$ cat src/rtl/rc4_key_search_ctrl.sv
// RC4 key-search sequencer: walks a key range, drives the fill / KSA /
// decrypt engines in order for each key, and muxes the shared S-memory port
// onto whichever engine is currently active.
module rc4_key_search_ctrl #(
  parameter int unsigned KEY_WIDTH   = 24,
  parameter int unsigned WDOG_CYCLES = 4096
) (
  input  logic                 clk,
  input  logic                 reset_n,
  input  logic                 start,
  input  logic                 stop,
  input  logic [KEY_WIDTH-1:0] key_lo,
  input  logic [KEY_WIDTH-1:0] key_hi,
  output logic                 engine_rst,
  output logic                 fill_start,
  output logic                 ksa_start,
  output logic                 dm_start,
  input  logic                 fill_done,
  input  logic                 ksa_done,
  input  logic                 dm_done,
  input  logic                 dm_invalid,
  input  logic [7:0]           fill_s_address,
  input  logic [7:0]           ksa_s_address,
  input  logic [7:0]           dm_s_address,
  input  logic [7:0]           fill_s_data,
  input  logic [7:0]           ksa_s_data,
  input  logic [7:0]           dm_s_data,
  input  logic                 fill_s_wren,
  input  logic                 ksa_s_wren,
  input  logic                 dm_s_wren,
  output logic [7:0]           s_address,
  output logic [7:0]           s_data,
  output logic                 s_wren,
  output logic [KEY_WIDTH-1:0] key,
  output logic                 busy,
  output logic                 found,
  output logic                 exhausted,
  output logic                 err_timeout
);

  localparam int unsigned WDW = (WDOG_CYCLES > 2) ? $clog2(WDOG_CYCLES) : 1;
  localparam logic [WDW-1:0] WDOG_LAST = WDW'(WDOG_CYCLES - 2);

  typedef enum logic [3:0] {
    S_IDLE,
    S_CLR,
    S_FILL_GO,
    S_FILL_WAIT,
    S_KSA_GO,
    S_KSA_WAIT,
    S_DM_GO,
    S_DM_WAIT,
    S_NEXT_KEY,
    S_FOUND,
    S_EXHAUSTED
  } state_e;

  state_e               state_q, state_d;
  logic [KEY_WIDTH-1:0] key_q, key_d;
  logic [KEY_WIDTH-1:0] hi_q, hi_d;
  logic [WDW-1:0]       wdog_q, wdog_d;
  logic                 err_q, err_d;
  logic                 engine_rst_q, engine_rst_d;
  logic                 fill_start_q, fill_start_d;
  logic                 ksa_start_q, ksa_start_d;
  logic                 dm_start_q, dm_start_d;
  logic                 busy_q, busy_d;
  logic                 found_q, found_d;
  logic                 exhausted_q, exhausted_d;
  logic                 abort;
  logic                 wdog_hit;

  assign wdog_hit = (wdog_q == WDOG_LAST);

  // Next-state, key/watchdog update, and registered output decode of the next state
  always_comb begin
    state_d = state_q;
    key_d   = key_q;
    hi_d    = hi_q;
    wdog_d  = wdog_q;
    err_d   = err_q;
    abort   = 1'b0;
    if (stop && (state_q != S_IDLE)) begin
      state_d = S_IDLE;
      abort   = 1'b1;
    end else begin
      case (state_q)
        S_IDLE, S_FOUND, S_EXHAUSTED: begin
          if (start) begin
            key_d   = key_lo;
            hi_d    = key_hi;
            err_d   = 1'b0;
            state_d = (key_lo > key_hi) ? S_EXHAUSTED : S_CLR;
          end
        end
        S_CLR: state_d = S_FILL_GO;
        S_FILL_GO: begin
          wdog_d  = '0;
          state_d = S_FILL_WAIT;
        end
        S_FILL_WAIT: begin
          if (fill_done) begin
            state_d = S_KSA_GO;
          end else if (wdog_hit) begin
            err_d   = 1'b1;
            state_d = S_NEXT_KEY;
          end else begin
            wdog_d = wdog_q + WDW'(1);
          end
        end
        S_KSA_GO: begin
          wdog_d  = '0;
          state_d = S_KSA_WAIT;
        end
        S_KSA_WAIT: begin
          if (ksa_done) begin
            state_d = S_DM_GO;
          end else if (wdog_hit) begin
            err_d   = 1'b1;
            state_d = S_NEXT_KEY;
          end else begin
            wdog_d = wdog_q + WDW'(1);
          end
        end
        S_DM_GO: begin
          wdog_d  = '0;
          state_d = S_DM_WAIT;
        end
        S_DM_WAIT: begin
          if (dm_invalid) begin
            state_d = S_NEXT_KEY;
          end else if (dm_done) begin
            state_d = S_FOUND;
          end else if (wdog_hit) begin
            err_d   = 1'b1;
            state_d = S_NEXT_KEY;
          end else begin
            wdog_d = wdog_q + WDW'(1);
          end
        end
        S_NEXT_KEY: begin
          if (key_q == hi_q) begin
            state_d = S_EXHAUSTED;
          end else begin
            key_d   = key_q + KEY_WIDTH'(1);
            state_d = S_CLR;
          end
        end
        default: state_d = S_IDLE;
      endcase
    end

    // Outputs are decoded from the next state so they line up with the state register
    engine_rst_d = abort || (state_d == S_CLR);
    fill_start_d = (state_d == S_FILL_GO);
    ksa_start_d  = (state_d == S_KSA_GO);
    dm_start_d   = (state_d == S_DM_GO);
    found_d      = (state_d == S_FOUND);
    exhausted_d  = (state_d == S_EXHAUSTED);
    busy_d       = !((state_d == S_IDLE) || (state_d == S_FOUND) || (state_d == S_EXHAUSTED));
  end

  // State and registered outputs; engines are held in reset while reset_n is low
  always_ff @(posedge clk or negedge reset_n) begin
    if (!reset_n) begin
      state_q      <= S_IDLE;
      key_q        <= '0;
      hi_q         <= '0;
      wdog_q       <= '0;
      err_q        <= 1'b0;
      engine_rst_q <= 1'b1;
      fill_start_q <= 1'b0;
      ksa_start_q  <= 1'b0;
      dm_start_q   <= 1'b0;
      busy_q       <= 1'b0;
      found_q      <= 1'b0;
      exhausted_q  <= 1'b0;
    end else begin
      state_q      <= state_d;
      key_q        <= key_d;
      hi_q         <= hi_d;
      wdog_q       <= wdog_d;
      err_q        <= err_d;
      engine_rst_q <= engine_rst_d;
      fill_start_q <= fill_start_d;
      ksa_start_q  <= ksa_start_d;
      dm_start_q   <= dm_start_d;
      busy_q       <= busy_d;
      found_q      <= found_d;
      exhausted_q  <= exhausted_d;
    end
  end

  // Zero-latency S-memory port routing from the current state
  always_comb begin
    s_address = '0;
    s_data    = '0;
    s_wren    = 1'b0;
    case (state_q)
      S_FILL_GO, S_FILL_WAIT: begin
        s_address = fill_s_address;
        s_data    = fill_s_data;
        s_wren    = fill_s_wren;
      end
      S_KSA_GO, S_KSA_WAIT: begin
        s_address = ksa_s_address;
        s_data    = ksa_s_data;
        s_wren    = ksa_s_wren;
      end
      S_DM_GO, S_DM_WAIT: begin
        s_address = dm_s_address;
        s_data    = dm_s_data;
        s_wren    = dm_s_wren;
      end
      default: begin
        s_address = '0;
        s_data    = '0;
        s_wren    = 1'b0;
      end
    endcase
  end

  assign engine_rst  = engine_rst_q;
  assign fill_start  = fill_start_q;
  assign ksa_start   = ksa_start_q;
  assign dm_start    = dm_start_q;
  assign busy        = busy_q;
  assign found       = found_q;
  assign exhausted   = exhausted_q;
  assign err_timeout = err_q;
  assign key         = key_q;

endmodule

$ cat config.mk
export PLATFORM = sky130hd
export DESIGN_NAME = rc4_key_search_ctrl
export DESIGN_NICKNAME = d
export VERILOG_FILES = /design/src/rtl/rc4_key_search_ctrl.sv
export SDC_FILE = /design/constraint.sdc
export NUM_CORES = 1
export LEC_CHECK = 0
export ABC_AREA = 1
export ABC_CLOCK_PERIOD_IN_PS = 2500
export CORE_UTILIZATION = 49
export DETAILED_ROUTE_END_ITERATION = 6
export PLACE_DENSITY_LB_ADDON = 0.25
export SYNTH_ARGS = -nofsm -noshare
export SYNTH_HDL_FRONTEND = slang
export SYNTH_SLANG_ARGS = --single-unit
$ cat constraint.sdc
create_clock -name clk -period 2.5 [get_ports clk]
set_clock_uncertainty 0.2 [all_clocks]
set_input_delay 0.75 -clock clk [delete_from_list [all_inputs] [get_ports clk]]
set_output_delay 0.75 -clock clk [all_outputs]
set_load 0.01 [all_outputs]
* Word level (Yosys, flattened, before mapping) *
Index checks and enable logic that the tools add are counted.
Widths: inputs -> output; s select.

operators by class
  multiplexer cells = 30
  add/sub/neg operators = 2
  eq/ne operators = 24
  reduce and logical (&&, ||, !) cells = 20
  $lt $le $gt $ge = 1
  bitwise logic cells = 1

operators with widths
  operator               count
  $mux 12                5
  $mux 24                2
  $pmux 12 s4            1
  $pmux 24 s2            1
  $pmux 8 s3             2
  $mux 4                 9
  $pmux 4 s9             1
  $add 24x1->24 const B  1
  $eq 24x24->1           1
  $eq 4x3->1 const B     6
  $gt 24x24->1           1
  $eq 4x4->1 const B     5
  $add 12x1->12 const B  1
  $eq 12x12->1 const B   1
  $eq 4x2->1 const B     3
  $ne 2x2->1 const B     6
  $reduce_bool 4->1      3
  $eq 4x1->1 const B     2
  $logic_not 4->1        2
  $mux 1                 7
  $reduce_and 7->1       1
  $reduce_and 6->1       1
  $reduce_or 2->1        3
  $reduce_or 3->1        2
  9 further kinds        11

word-level totals
  input bits = 107
  output and inout port bits = 49
  flip-flop bits (word level) = 72
  logic and storage cells = 90

* Depth between registers and ports, before layout *
  word-level depth = 10
  gate-level depth with buffers = 19
  mapped depth without buffers = 19

* Worst setup path before layout *
OpenSTA, ideal clock, no wires.

  kind = in2reg
  from = in key_hi[15]
  to = reg busy_q (netlist: busy)
  buffers on the path = 0
  stages = 16
  setup time = 0.071 ns
  arrival time = 2.086 ns
  data required time = 2.229 ns
  slack = 0.143 ns
  path through = inv_1 ha_1 nand2_1 nor2_1 nand3_1 nor2_1 nand2_1 nand3_1 nand2_1 nand2_1 nand2_1 nand2_1 nand2_1 nand2_1 nor2_1 nor2_1

between the ends
  word-level cells in the longest chain between the ends = 9
  elaborated cells between the ends (all ways) = 11
  classes of those cells = 1 x order compare; 2 x eq/ne; 4 x mux; 4 x reduce/logical

ends and longest elaborated chain
  what                                           RTL line  text
  start: declaration                             13        input logic [KEY_WIDTH-1:0] key_hi,
  $gt 24x24->1 *                                 93        state_d = (key_lo > key_hi) ? S_EXHAUSTED : S_CLR;
  $mux 4 *                                       93
  $mux 4 *                                       89        if (start) begin
  $pmux 4 s9 *                                   87        case (state_q)
  $mux 4 *                                       83        if (stop && (state_q != S_IDLE)) begin
  $eq 4x4->1 or $logic_not 4->1 (tied branches)  160       busy_d = !((state_d == S_IDLE) || (state_d == S_FOUND) || (state_d == S_EXHAUSTED));
  $logic_or 1x1->1                               160
  $logic_or 1x1->1 *                             160
  $logic_not 1->1 *                              160
  via busy_d                                     67        logic busy_q, busy_d;
  end signal: assignment                         188       busy_q <= busy_d;
  end: declaration                               67

The timed path passes the listed nets; every way through them passes the cells marked *.
A chain may end at the register's enable or synchronous reset.

* Final worst setup path *
  from = reg state_q[2]
  to = out s_address[6]

between the ends
  word-level cells in the longest chain between the ends = 3
  elaborated cells between the ends (all ways) = 10
  classes of those cells = 6 x eq/ne; 1 x mux; 3 x reduce/logical

ends and longest elaborated chain
  what                                      RTL line  text
  start: declaration                        58        state_e state_q, state_d;
  start signal: assignment                  179       state_q <= state_d;
  $eq 4x3->1 or $eq 4x2->1 (tied branches)  199       case (state_q)
  $reduce_or 2->1                           199
  $pmux 8 s3 *                              199
  end: declaration                          31        output logic [7:0] s_address,

Mark *: on every way between the ends. The rest lies on a longest branch, timed or not.

==> metrics.md <==
| Metric | Value |
|---|---|
| Critical-path top delay cell | dfrtp_1 |
| PortBufs | 155 |
| CTS root buf | clkbuf_8 |
| CTS tree | done |
| Largest net degree at the start of global routing | 73 |
| DRC violations left | 0 |
| Final worst path period need | 2.46 ns |
| Vias | 6143 |
| Number of synthesized register bits | 72 |
| Syn Inst Count | 802 |
| FP Rows | 37 |
| Slowest cell delay on critical path | 0.43 ns |
| Hold crit path type | input port to async pin |
| Gpl congestion | 0.847 |
| Max_slew headroom | 73.0% |
| Clock Sinks | 72 |
| Net Switching | 3.86 mW |
| Share of layout cells above drive strength 1 | 23.3% |
| Pleak | 4.18 nW |
| Final Hold Vio Count | 0 |
| Global Route Usage Sum | 30.8% |
| Starting density of the core | 51.2% |
| Die area | 11400 sq um |
| Post-route cell area | 8230 sq um |
| Delay-heaviest family, CP | flip-flops |
| Area grow syn2layout | 53.7% |
| Yosys cell types | 44 |
| Maximum VDD drop | 0.000694 V |
| Die Wd | 107 um |
| Clk buf depth | 2 |
| Multi-input gate area | 3390 sq um |
| Die H | 107 um |
| Net Count, Synth | 936 |
| CP bufs+invs | 3 |
| Post-Place Setup Slack | -0.693 ns |
| Mux cell area share after synthesis | 0% |
| Post-synth EDFFs | 0 |
| Initial antenna violation count | 1 |
| Hold WS | 0.186 ns |
| GRT overflow | 0 |
| Combinational power share | 62.7% |
| CP arrival | 1.51 ns |
| Post-Synth XOR/XNOR Area | 2.94% |
| Drt via density | 5.21 |
| Cell with the most instances after synthesis | nand2_1 |
| Crit-path max FO | 18 |
| Slew Limit Fails | 0 |
| Peak Freq | 407 MHz |
| Final design utilization | 78.7% |
| Avg Inst Size Synth | 6.68 sq um |
| Register Area | 1800 sq um |
| Clock power share | 11.5% |
| Wire per inst | 14.4 um |
| Total negative slack | 0 ns |
| Post-DP HPWL | 12.0 mm |
| Combinational family with the most area after synthesis | simple AND/OR/NAND/NOR gates |
| Routed Antenna Nets | 0 |
| Top cells by area, synth | dfrtp_1, nand2_1, inv_1, ha_1, nor2_1 |
| Cell taking the most area after synthesis | dfrtp_1 |
| Iteration-0 DRC Markers | 428 |
| PD cells | 1020 nW/um^2 |
| Mapped Area | 5360 sq um |
| Pint | 4.50 mW |
| Critical-path cell list | inv_2 > nand2_2 > nor2_4 > buf_12 > nand2_1 > nand3_2 > buf_6 |
| Clk_lat worst skew | 0.37 ns |
| Setup CP Type | flop to output pin |
| Nets | 1171 |
| Req. time, crit path | 1.55 ns |
| Clock transition at path regs | 0.08 ns |
| Synth Area in Compound Gates | 11.8% |
| Asr flop ratio synth | 100% |
| Number of global-route vias before repair | 5933 |
| Adder-Cell Fraction of Synth Area | 6.31% |
| Fin worst setup slack | 0.0447 ns |
| Final setup fails | 0 |
| I/O pin count | 156 |
| First-pass GRT wire length | 27.7 mm |
| Ranking of synthesized cells by instance count | nand2_1, inv_1, nor2_1 |
| Net switching fraction of the power | 46.1% |
| Seq pwr share | 25.8% |
| Worst-margin pin slew | 0.405 ns |
| Startpoint Class | flop |
| WL final | 16.9 mm |
| Max_cap viols | 0 |
| Fin crit share | 98.2% |
| Number of buffers created by CTS | 9 |
| H-tree depth | 3 |
| Post-synthesis simple-gate area fraction | 34.7% |
| Core area | 10500 sq um |
| CTS Hold Bufs | 0 |
| Post-DP Area | 7550 sq um |
| Outcome | complete, no violations |
| Main synth FF type | dfrtp_1 |
| 1st-pass router iterations | 5 |
| Fillers | 741 |
| Post-synth top area share | 33.2% |
| Crit end category | output pin |
| Yosys Warn Count | 0 |
| Sequential-to-total area share from yosys stat | 33.7% |
| Unrepaired setup endpoints after global routing | yes |
## final cells by class
cell class              instances  share of cell area [%]
clock inverters                 3                   0.486
flip-flops and latches         72                    21.9
inverters                     127                    5.82
clock buffers                  13                    1.93
repair buffers                241                    26.6
multi-input cells             586                    41.2
diodes                          1                  0.0304
well taps                     136                    2.07
## cell families after synthesis
| family | after synthesis |
|---|---|
| AO/OA/AOI/OAI | 112 |
| buffers and inverters | 144 |
| flip-flops | 72 |
| AND/OR/NAND/NOR | 429 |
| adder cells (fa/ha/maj) | 27 |
| XOR/XNOR | 18 |
## path summary, 6_finish.rpt
path | end | start | slack [ns] | cells after the start
max | s_address[6] | state_q[2]$_DFF_PN0_ | 0.04 | 7
min | hi_q[17]$_DFFE_PN0P_ | reset_n | 0.19 | 2
max reg2reg | key[7]$_DFFE_PN0P_ | key[17]$_DFFE_PN0P_ | 0.16 | 13
min reg2reg | hi_q[4]$_DFFE_PN0P_ | hi_q[4]$_DFFE_PN0P_ | 0.31 | 2
max in group asynchronous | engine_rst$_DFF_PN1_ | reset_n | 1.54 | 2
min in group clk | hi_q[4]$_DFFE_PN0P_ | hi_q[4]$_DFFE_PN0P_ | 0.31 | 2
## power groups by stage
stage	registers, mW	clock network, mW	logic [mW]
4_1_cts	2.15	0.967	5.07
3_5_place_dp	2.16	0	4.88
2_1_floorplan	2.14	0	2.76
6_report	2.16	0.961	5.24
5_1_grt	2.23	1.03	5.77
3_3_place_gp	2.14	0	4.76
## cells in the final DEF, fill, tap and decap left out, types with 9 or more instances in the layout
cell type / synthesis / layout
inv_2: 12 / 22
inv_1: 114 / 104
nand3_1: 41 / 31
ha_4: 0 / 14
nor2_2: 5 / 11
nor2_1: 82 / 71
a21oi_1: 22 / 18
clkbuf_8: 0 / 11
xor2_1: 18 / 18
dlygate4sd2_1: 0 / 42
nor3_1: 15 / 15
clkdlybuf4s50_1: 0 / 89
o21ai_0: 44 / 43
o21ai_1: 13 / 13
nand4_1: 11 / 11
buf_4: 1 / 78
o22ai_1: 11 / 11
nand2_2: 6 / 30
dfrtp_1: 71 / 70
ha_1: 27 / 12
nand2_1: 250 / 220
buf_2: 5 / 11
nand3_2: 2 / 12
buf_6: 2 / 9
## through the flow
stage               instances  power, mW
floorplan                 802       4.90
global placement         1143       6.90
detailed placement       1143       7.04
CTS                      1176       8.19
global route             1179       9.02
finish                   1179       8.36
## flip-flops by register name, summed over array words and instances, names as in the netlist
name and cells:
ksa_start 1, found 1, engine_rst 1, state_q 4, busy 1, exhausted 1, err_timeout 1, hi_q 24
wdog_q 12, key 24, fill_start 1, dm_start 1
## layer usage
metal | global-route usage (%) | share of wire [%] | wire [um]
met1 | 40.4 | 43 | 7260
met2 | 49.4 | 48 | 8090
met3 | 6.81 | 6.6 | 1120
met4 | 11.7 | 2.8 | 475
met5 | 0 | 0 | 0
## timing repair
action                     4_1_cts  5_1_grt
cloned                           2        0
gates resized for setup        196       26
setup endpoints to repair       27       27
pin swaps                       51       21
buffers inserted                15        4
(Power assumes the default switching activity.)
